===== config.mk =====
export PLATFORM = sky130hd
export DESIGN_NAME = trick_lock_verify
export DESIGN_NICKNAME = d
export VERILOG_FILES = /design/src/rtl/trick_lock_pkg.sv /design/src/rtl/trick_lock_verify_lock_timer.sv /design/src/rtl/trick_lock_verify.sv
export SDC_FILE = /design/constraint.sdc
export NUM_CORES = 1
export LEC_CHECK = 0
export ABC_AREA = 1
export CORE_ASPECT_RATIO = 1.4
export CORE_UTILIZATION = 40
export CTS_BUF_LIST = sky130_fd_sc_hd__clkbuf_4
export DETAILED_ROUTE_END_ITERATION = 8
export PLACE_DENSITY = 0.67
export SYNTH_ARGS = -nofsm -noshare
export SYNTH_HDL_FRONTEND = slang
export SYNTH_HIERARCHICAL = 1
export SYNTH_SLANG_ARGS = --single-unit

===== constraint.sdc =====
create_clock -name clk -period 6.2 [get_ports clk]
set_input_delay 1.24 -clock clk [delete_from_list [all_inputs] [get_ports clk]]
set_output_delay 1.24 -clock clk [all_outputs]
set_load 0.02 [all_outputs]

===== src/rtl/trick_lock_pkg.sv =====
// Shared types and constants for the trick-lock verify block (state encoding, digit type, reset password).
package trick_lock_pkg;

    typedef enum logic [2:0] {
        ST_LOCKED = 3'd0,
        ST_CHECK  = 3'd1,
        ST_ERROR  = 3'd2,
        ST_OPEN   = 3'd3,
        ST_ALARM  = 3'd4
    } lock_state_t;

    typedef logic [3:0] digit_t;

    localparam logic [15:0] DEFAULT_PW = 16'h1234;

    function automatic int unsigned max_u(input int unsigned a, input int unsigned b);
        return (a > b) ? a : b;
    endfunction

endpackage


===== src/rtl/trick_lock_verify_lock_timer.sv =====
// lock_timer: loadable down-counter with a zero flag, shared by the alarm lockout and open timeouts.
module lock_timer
    import trick_lock_pkg::*;
#(
    parameter int unsigned W = 10
) (
    input  logic         clk,
    input  logic         rst_n,
    input  logic         load,
    input  logic [W-1:0] load_value,
    input  logic         en,
    output logic         zero
);

    logic [W-1:0] count_q;
    logic [W-1:0] count_d;

    // Load wins over decrement; the counter parks at zero.
    always_comb begin
        count_d = count_q;
        if (load) begin
            count_d = load_value;
        end else if (en && (count_q != '0)) begin
            count_d = count_q - W'(1);
        end
    end

    always_ff @(posedge clk or negedge rst_n) begin
        if (!rst_n) begin
            count_q <= '0;
        end else begin
            count_q <= count_d;
        end
    end

    assign zero = (count_q == '0);

endmodule


===== src/rtl/trick_lock_verify.sv =====
// Password check / alarm lockout / password change for the trick lock.
// Optional macro TRICK_LOCK_AUTO_RELOCK_EN enables the OPEN auto-relock timeout.
module trick_lock_verify
    import trick_lock_pkg::*;
#(
    parameter int unsigned MAX_TRIES      = 3,
    parameter int unsigned LOCKOUT_CYCLES = 1000,
    parameter int unsigned OPEN_CYCLES    = 500,
    parameter logic [15:0] DEFAULT_PW     = trick_lock_pkg::DEFAULT_PW
) (
    input  logic       clk,
    input  logic       reset,
    input  logic       confirm,
    input  logic       lockkey,
    input  logic       change_pw,
    input  digit_t     pw0,
    input  digit_t     pw1,
    input  digit_t     pw2,
    input  digit_t     pw3,
    output logic       unlocked,
    output logic       err,
    output logic       alarm,
    output logic       pw_saved,
    output logic [1:0] tries_left
);

    localparam int unsigned TIMER_W = $clog2(max_u(LOCKOUT_CYCLES, OPEN_CYCLES) + 1);
    localparam logic [TIMER_W-1:0] LOCKOUT_LOAD = TIMER_W'(LOCKOUT_CYCLES - 1);
`ifdef TRICK_LOCK_AUTO_RELOCK_EN
    localparam logic [TIMER_W-1:0] OPEN_LOAD = TIMER_W'(OPEN_CYCLES - 1);
`endif
    localparam logic [1:0] MAX_TRIES_L = 2'(MAX_TRIES);

    lock_state_t        state_q, state_d;
    logic [15:0]        stored_pw_q, stored_pw_d;
    logic [15:0]        entry_q, entry_d;
    logic [1:0]         fail_cnt_q, fail_cnt_d;
    logic               unlocked_q, unlocked_d;
    logic               err_q, err_d;
    logic               alarm_q, alarm_d;
    logic               pw_saved_q, pw_saved_d;
    logic [1:0]         tries_left_q, tries_left_d;

    logic [15:0]        pw_in;
    logic [1:0]         fail_next;
    logic               save_evt;
    logic               timer_load;
    logic [TIMER_W-1:0] timer_load_value;
    logic               timer_en;
    logic               timer_zero;

    assign pw_in     = {pw3, pw2, pw1, pw0};
    assign fail_next = (fail_cnt_q == MAX_TRIES_L) ? fail_cnt_q : fail_cnt_q + 2'd1;

    always_comb begin
        state_d          = state_q;
        stored_pw_d      = stored_pw_q;
        entry_d          = entry_q;
        fail_cnt_d       = fail_cnt_q;
        save_evt         = 1'b0;
        timer_load       = 1'b0;
        timer_load_value = '0;
        timer_en         = 1'b0;

        case (state_q)
            ST_LOCKED: begin
                if (confirm) begin
                    entry_d = pw_in;
                    state_d = ST_CHECK;
                end
            end

            ST_CHECK: begin
                if (entry_q == stored_pw_q) begin
                    state_d    = ST_OPEN;
                    fail_cnt_d = '0;
`ifdef TRICK_LOCK_AUTO_RELOCK_EN
                    timer_load       = 1'b1;
                    timer_load_value = OPEN_LOAD;
`endif
                end else begin
                    fail_cnt_d = fail_next;
                    if (fail_next == MAX_TRIES_L) begin
                        state_d          = ST_ALARM;
                        timer_load       = 1'b1;
                        timer_load_value = LOCKOUT_LOAD;
                    end else begin
                        state_d = ST_ERROR;
                    end
                end
            end

            ST_ERROR: begin
                state_d = ST_LOCKED;
            end

            // lockkey beats both the timeout and a same-cycle save request.
            ST_OPEN: begin
                if (lockkey) begin
                    state_d = ST_LOCKED;
`ifdef TRICK_LOCK_AUTO_RELOCK_EN
                end else if (timer_zero) begin
                    state_d = ST_LOCKED;
`endif
                end else if (confirm && change_pw) begin
                    stored_pw_d = pw_in;
                    save_evt    = 1'b1;
`ifdef TRICK_LOCK_AUTO_RELOCK_EN
                    timer_load       = 1'b1;
                    timer_load_value = OPEN_LOAD;
`endif
                end else begin
`ifdef TRICK_LOCK_AUTO_RELOCK_EN
                    timer_en = 1'b1;
`endif
                end
            end

            ST_ALARM: begin
                if (timer_zero) begin
                    state_d    = ST_LOCKED;
                    fail_cnt_d = '0;
                end else begin
                    timer_en = 1'b1;
                end
            end

            default: begin
                state_d = ST_LOCKED;
            end
        endcase
    end

    // Indications follow the state held during the cycle, one edge later.
    always_comb begin
        unlocked_d   = (state_q == ST_OPEN);
        err_d        = (state_q == ST_ERROR);
        alarm_d      = (state_q == ST_ALARM);
        pw_saved_d   = save_evt;
        tries_left_d = MAX_TRIES_L - fail_cnt_q;
    end

    always_ff @(posedge clk or negedge reset) begin
        if (!reset) begin
            state_q      <= ST_LOCKED;
            stored_pw_q  <= DEFAULT_PW;
            entry_q      <= '0;
            fail_cnt_q   <= '0;
            unlocked_q   <= 1'b0;
            err_q        <= 1'b0;
            alarm_q      <= 1'b0;
            pw_saved_q   <= 1'b0;
            tries_left_q <= MAX_TRIES_L;
        end else begin
            state_q      <= state_d;
            stored_pw_q  <= stored_pw_d;
            entry_q      <= entry_d;
            fail_cnt_q   <= fail_cnt_d;
            unlocked_q   <= unlocked_d;
            err_q        <= err_d;
            alarm_q      <= alarm_d;
            pw_saved_q   <= pw_saved_d;
            tries_left_q <= tries_left_d;
        end
    end

    lock_timer #(
        .W (TIMER_W)
    ) u_lock_timer (
        .clk        (clk),
        .rst_n      (reset),
        .load       (timer_load),
        .load_value (timer_load_value),
        .en         (timer_en),
        .zero       (timer_zero)
    );

    assign unlocked   = unlocked_q;
    assign err        = err_q;
    assign alarm      = alarm_q;
    assign pw_saved   = pw_saved_q;
    assign tries_left = tries_left_q;

endmodule


==> qor.csv <==
metric,value,unit
Yosys cell types,25,
gr usage total,15.0,%
synthesized-area fraction occupied by adder cells,0.445,%
hpwl dp,3640,um
later-pin clock latency in the skew report,0.36,ns
Compound-Gate Fraction of Synth Area,11.8,%
Clock Tree Buf Depth,2,
CTS tree,done,
initial antenna violation count,0,
Worst Hold Launch,fail_cnt_q[1],
Leak,1.66,nW
Core Region,6700,um^2
Fin Setup TNS,0,ns
"Slew Viols, Final",0,
Mapped Avg Cell Area,7.57,um^2
routed len/inst,10.2,um
"CTS clk-pin slew, worst paths",0.14,ns
nature of the critical path startpoint,flop,
Vias,2210,
first-pass GRT wire length,8600,um
Starting Density,41.9,%
Final Hold Fails,0,
GPL Wtd Cong,0.817,
WP data arrival,3.32,ns
RSZ-0062 raised after global routing,no,
vias in the first global route,2071,
Worst Setup SP,stored_pw_q[9],
I/O pin count,27,
outcome,finished clean,
maxcap violations,0,
CP endpoint kind,flop,
Mapped Cells,371,
Main synth FF type,dfrtp_1,
Max rail drop VDD,233,uV
port buffer count,26,
mux cell area share after synthesis,0,%
CTS Buf Count,5,
row cnt,35,
main combinational cell family by area after synthesis,simple AND/OR/NAND/NOR gates,
Worst slew margin,26.6,%
Synth Area in Simple Gates,29.0,%
# Post-CTS Setup Buffers,0,
Worst-Margin Slew,1.10,ns
drt drc,0,
Crit Path Category,flop to flop,
worst clock skew,0.0153,ns
Final nets,420,
area grow syn2layout,13.1,%
Via density,4.51,
ant diodes,0,
PD cells,428,nW/um^2
cts hold-fix bufs,0,
final setup violation count,0,
number of synthesized flops with an enable pin,0,
Initial DRT Pass Iterations,4,
Fmax,0.326,GHz
Routed Wire Length,5000,um
Worst R2R Start,stored_pw_q[9],
largest net degree at the start of global routing,54,
CTS Root Cell,clkbuf_4,
Die H,101,um
Worst EP required,6.45,ns
CTS H-Tree Depth,2,
post-synthesis register bit count,53,
DR iter-0 viols,85,
Routed Antenna Nets,0,
die width,72.8,um
Synth async-reset ratio,100,%
HP Class,flop to flop,
final std cells w/o fill,490,
Post-Synth XOR/XNOR Area,0,%
Crit Path Max Fanout,22,
layout cells sized above 1,12.3,%
fin util,47.5,%
Die Area,7370,um^2
post-synthesis cell area,2810,um^2
# placed instances,483,
GR Overflow Total,0,
post-route clock period utilization,49.5,%
post-CTS sizing,0,
post-synthesis sequential area ratio,47.5,%
yosys warns,6,
Tot Pwr,1.36,mW
minimum clock period,3.07,ns
CTS Sinks,53,
-- worst paths after layout --
check	depth (start not counted)	slack [ns]	endpoint
worst max-delay path	13	3.13	u_lock_timer/count_q[5]
worst min-delay path	1	0.45	tries_left[1]
worst max register to register	13	3.13	u_lock_timer/count_q[5]
worst min register to register	1	0.45	tries_left[1]
max in group asynchronous	2	4.77	u_lock_timer/count_q[5]
min in group asynchronous	2	0.97	stored_pw_q[7]
-- worst max-delay path, stage by stage (launching register included) --
cell and delay (ns):
dfstp_2 0.57, nand2_1 0.05, nand2_1 0.06, nor2_1 0.04
nand2_1 0.05, nor2_1 0.06, nand2_1 0.07, nand2_1 0.09
nor2_1 0.83, clkinv_1 0.58, nand2_4 0.34, inv_1 0.09
nand2_1 0.06, nand2_1 0.06
-- routing by layer --
layer  share of wire (%)  wire, um  up-vias  GRT usage, %
li1                    -         -     1176             -
met1                  44      2220      988          16.7
met2                  51      2540       33          27.3
met3                 2.6       128       13          3.28
met4                 2.2       108        0          6.18
met5                   0         0        -             0
-- cells in the mapped netlist, types with 2 or more instances --
cell | number | area share (%)
nand2_1 | 126 | 17
inv_1 | 65 | 8.7
dfrtp_1 | 46 | 41
nor2_1 | 33 | 4.4
o21ai_0 | 24 | 4.3
o21ai_2 | 22 | 6.9
nand3_1 | 15 | 2.7
dfstp_2 | 7 | 6.5
nand2_2 | 5 | 1.1
buf_6 | 4 | 1.6
nand3b_1 | 3 | 0.80
nor3_1 | 3 | 0.53
a21oi_1 | 2 | 0.36
buf_2 | 2 | 0.36
clkbuf_1 | 2 | 0.27
nand4_1 | 2 | 0.45
nor2_2 | 2 | 0.45
-- per-stage QoR --
| step | cell area, um^2 | setup WS (ns) | hold slack [ns] |
|---|---|---|---|
| 3_3_place_gp | 3130 | 3.27 | 0.425 |
| 5_1_grt | 3180 | 2.75 | 0.486 |
| 6_report | 3180 | 3.13 | 0.453 |
| 4_1_cts | 3180 | 3.14 | 0.461 |
| 2_1_floorplan | 2810 | 3.97 | 0.394 |
| 3_5_place_dp | 3130 | 3.17 | 0.442 |
-- kinds of logic (layout without fill, tap and decap cells) --
| family | Yosys count | after routing |
|---|---|---|
| AND/OR/NAND/NOR | 192 | 192 |
| buffers and inverters | 75 | 101 |
| flip-flops | 53 | 53 |
| AO/OA/AOI/OAI | 49 | 49 |
| adder cells (fa/ha/maj) | 1 | 1 |
| other | 1 | 2 |
-- power breakdown --
part	internal [mW]	leakage (nW)	switching, mW
Sequential	0.497	0.665	0.107
Clock	0.0464	0.0315	0.0959
Combinational	0.240	0.961	0.374
-- flip-flops by register name, indices dropped and copies added, names as in the netlist --
name                  count
tries_left                2
unlocked                  1
err                       1
state_q                   3
alarm                     1
pw_saved                  1
u_lock_timer/count_q     10
entry_q                  16
fail_cnt_q                2
stored_pw_q              16
-- layout by cell type (no fill, tap or decap), drive strengths merged --
cell,netlist,layout
nand3,15,15
conb,1,2
ha,1,1
o21bai,1,1
nand2,132,132
nand3b,3,3
dfrtp,46,46
nor3,4,4
dfstp,7,7
clkbuf,2,6
nor2,35,35
clkdlybuf4s50,0,25
a21oi,2,2
clkinv,1,2
inv,66,66
o21ai,46,46
buf,6,2
nand4,3,3
-- final cells by class --
class,count,area [um^2]
fillers,706,3520
flip-flops and latches,53,1340
multi-input cells,244,1160
repair buffers,27,263
inverters,67,251
well taps,92,115
clock buffers,6,45.0
clock inverters,1,5.00
Power figures use the tool's default switching activity.
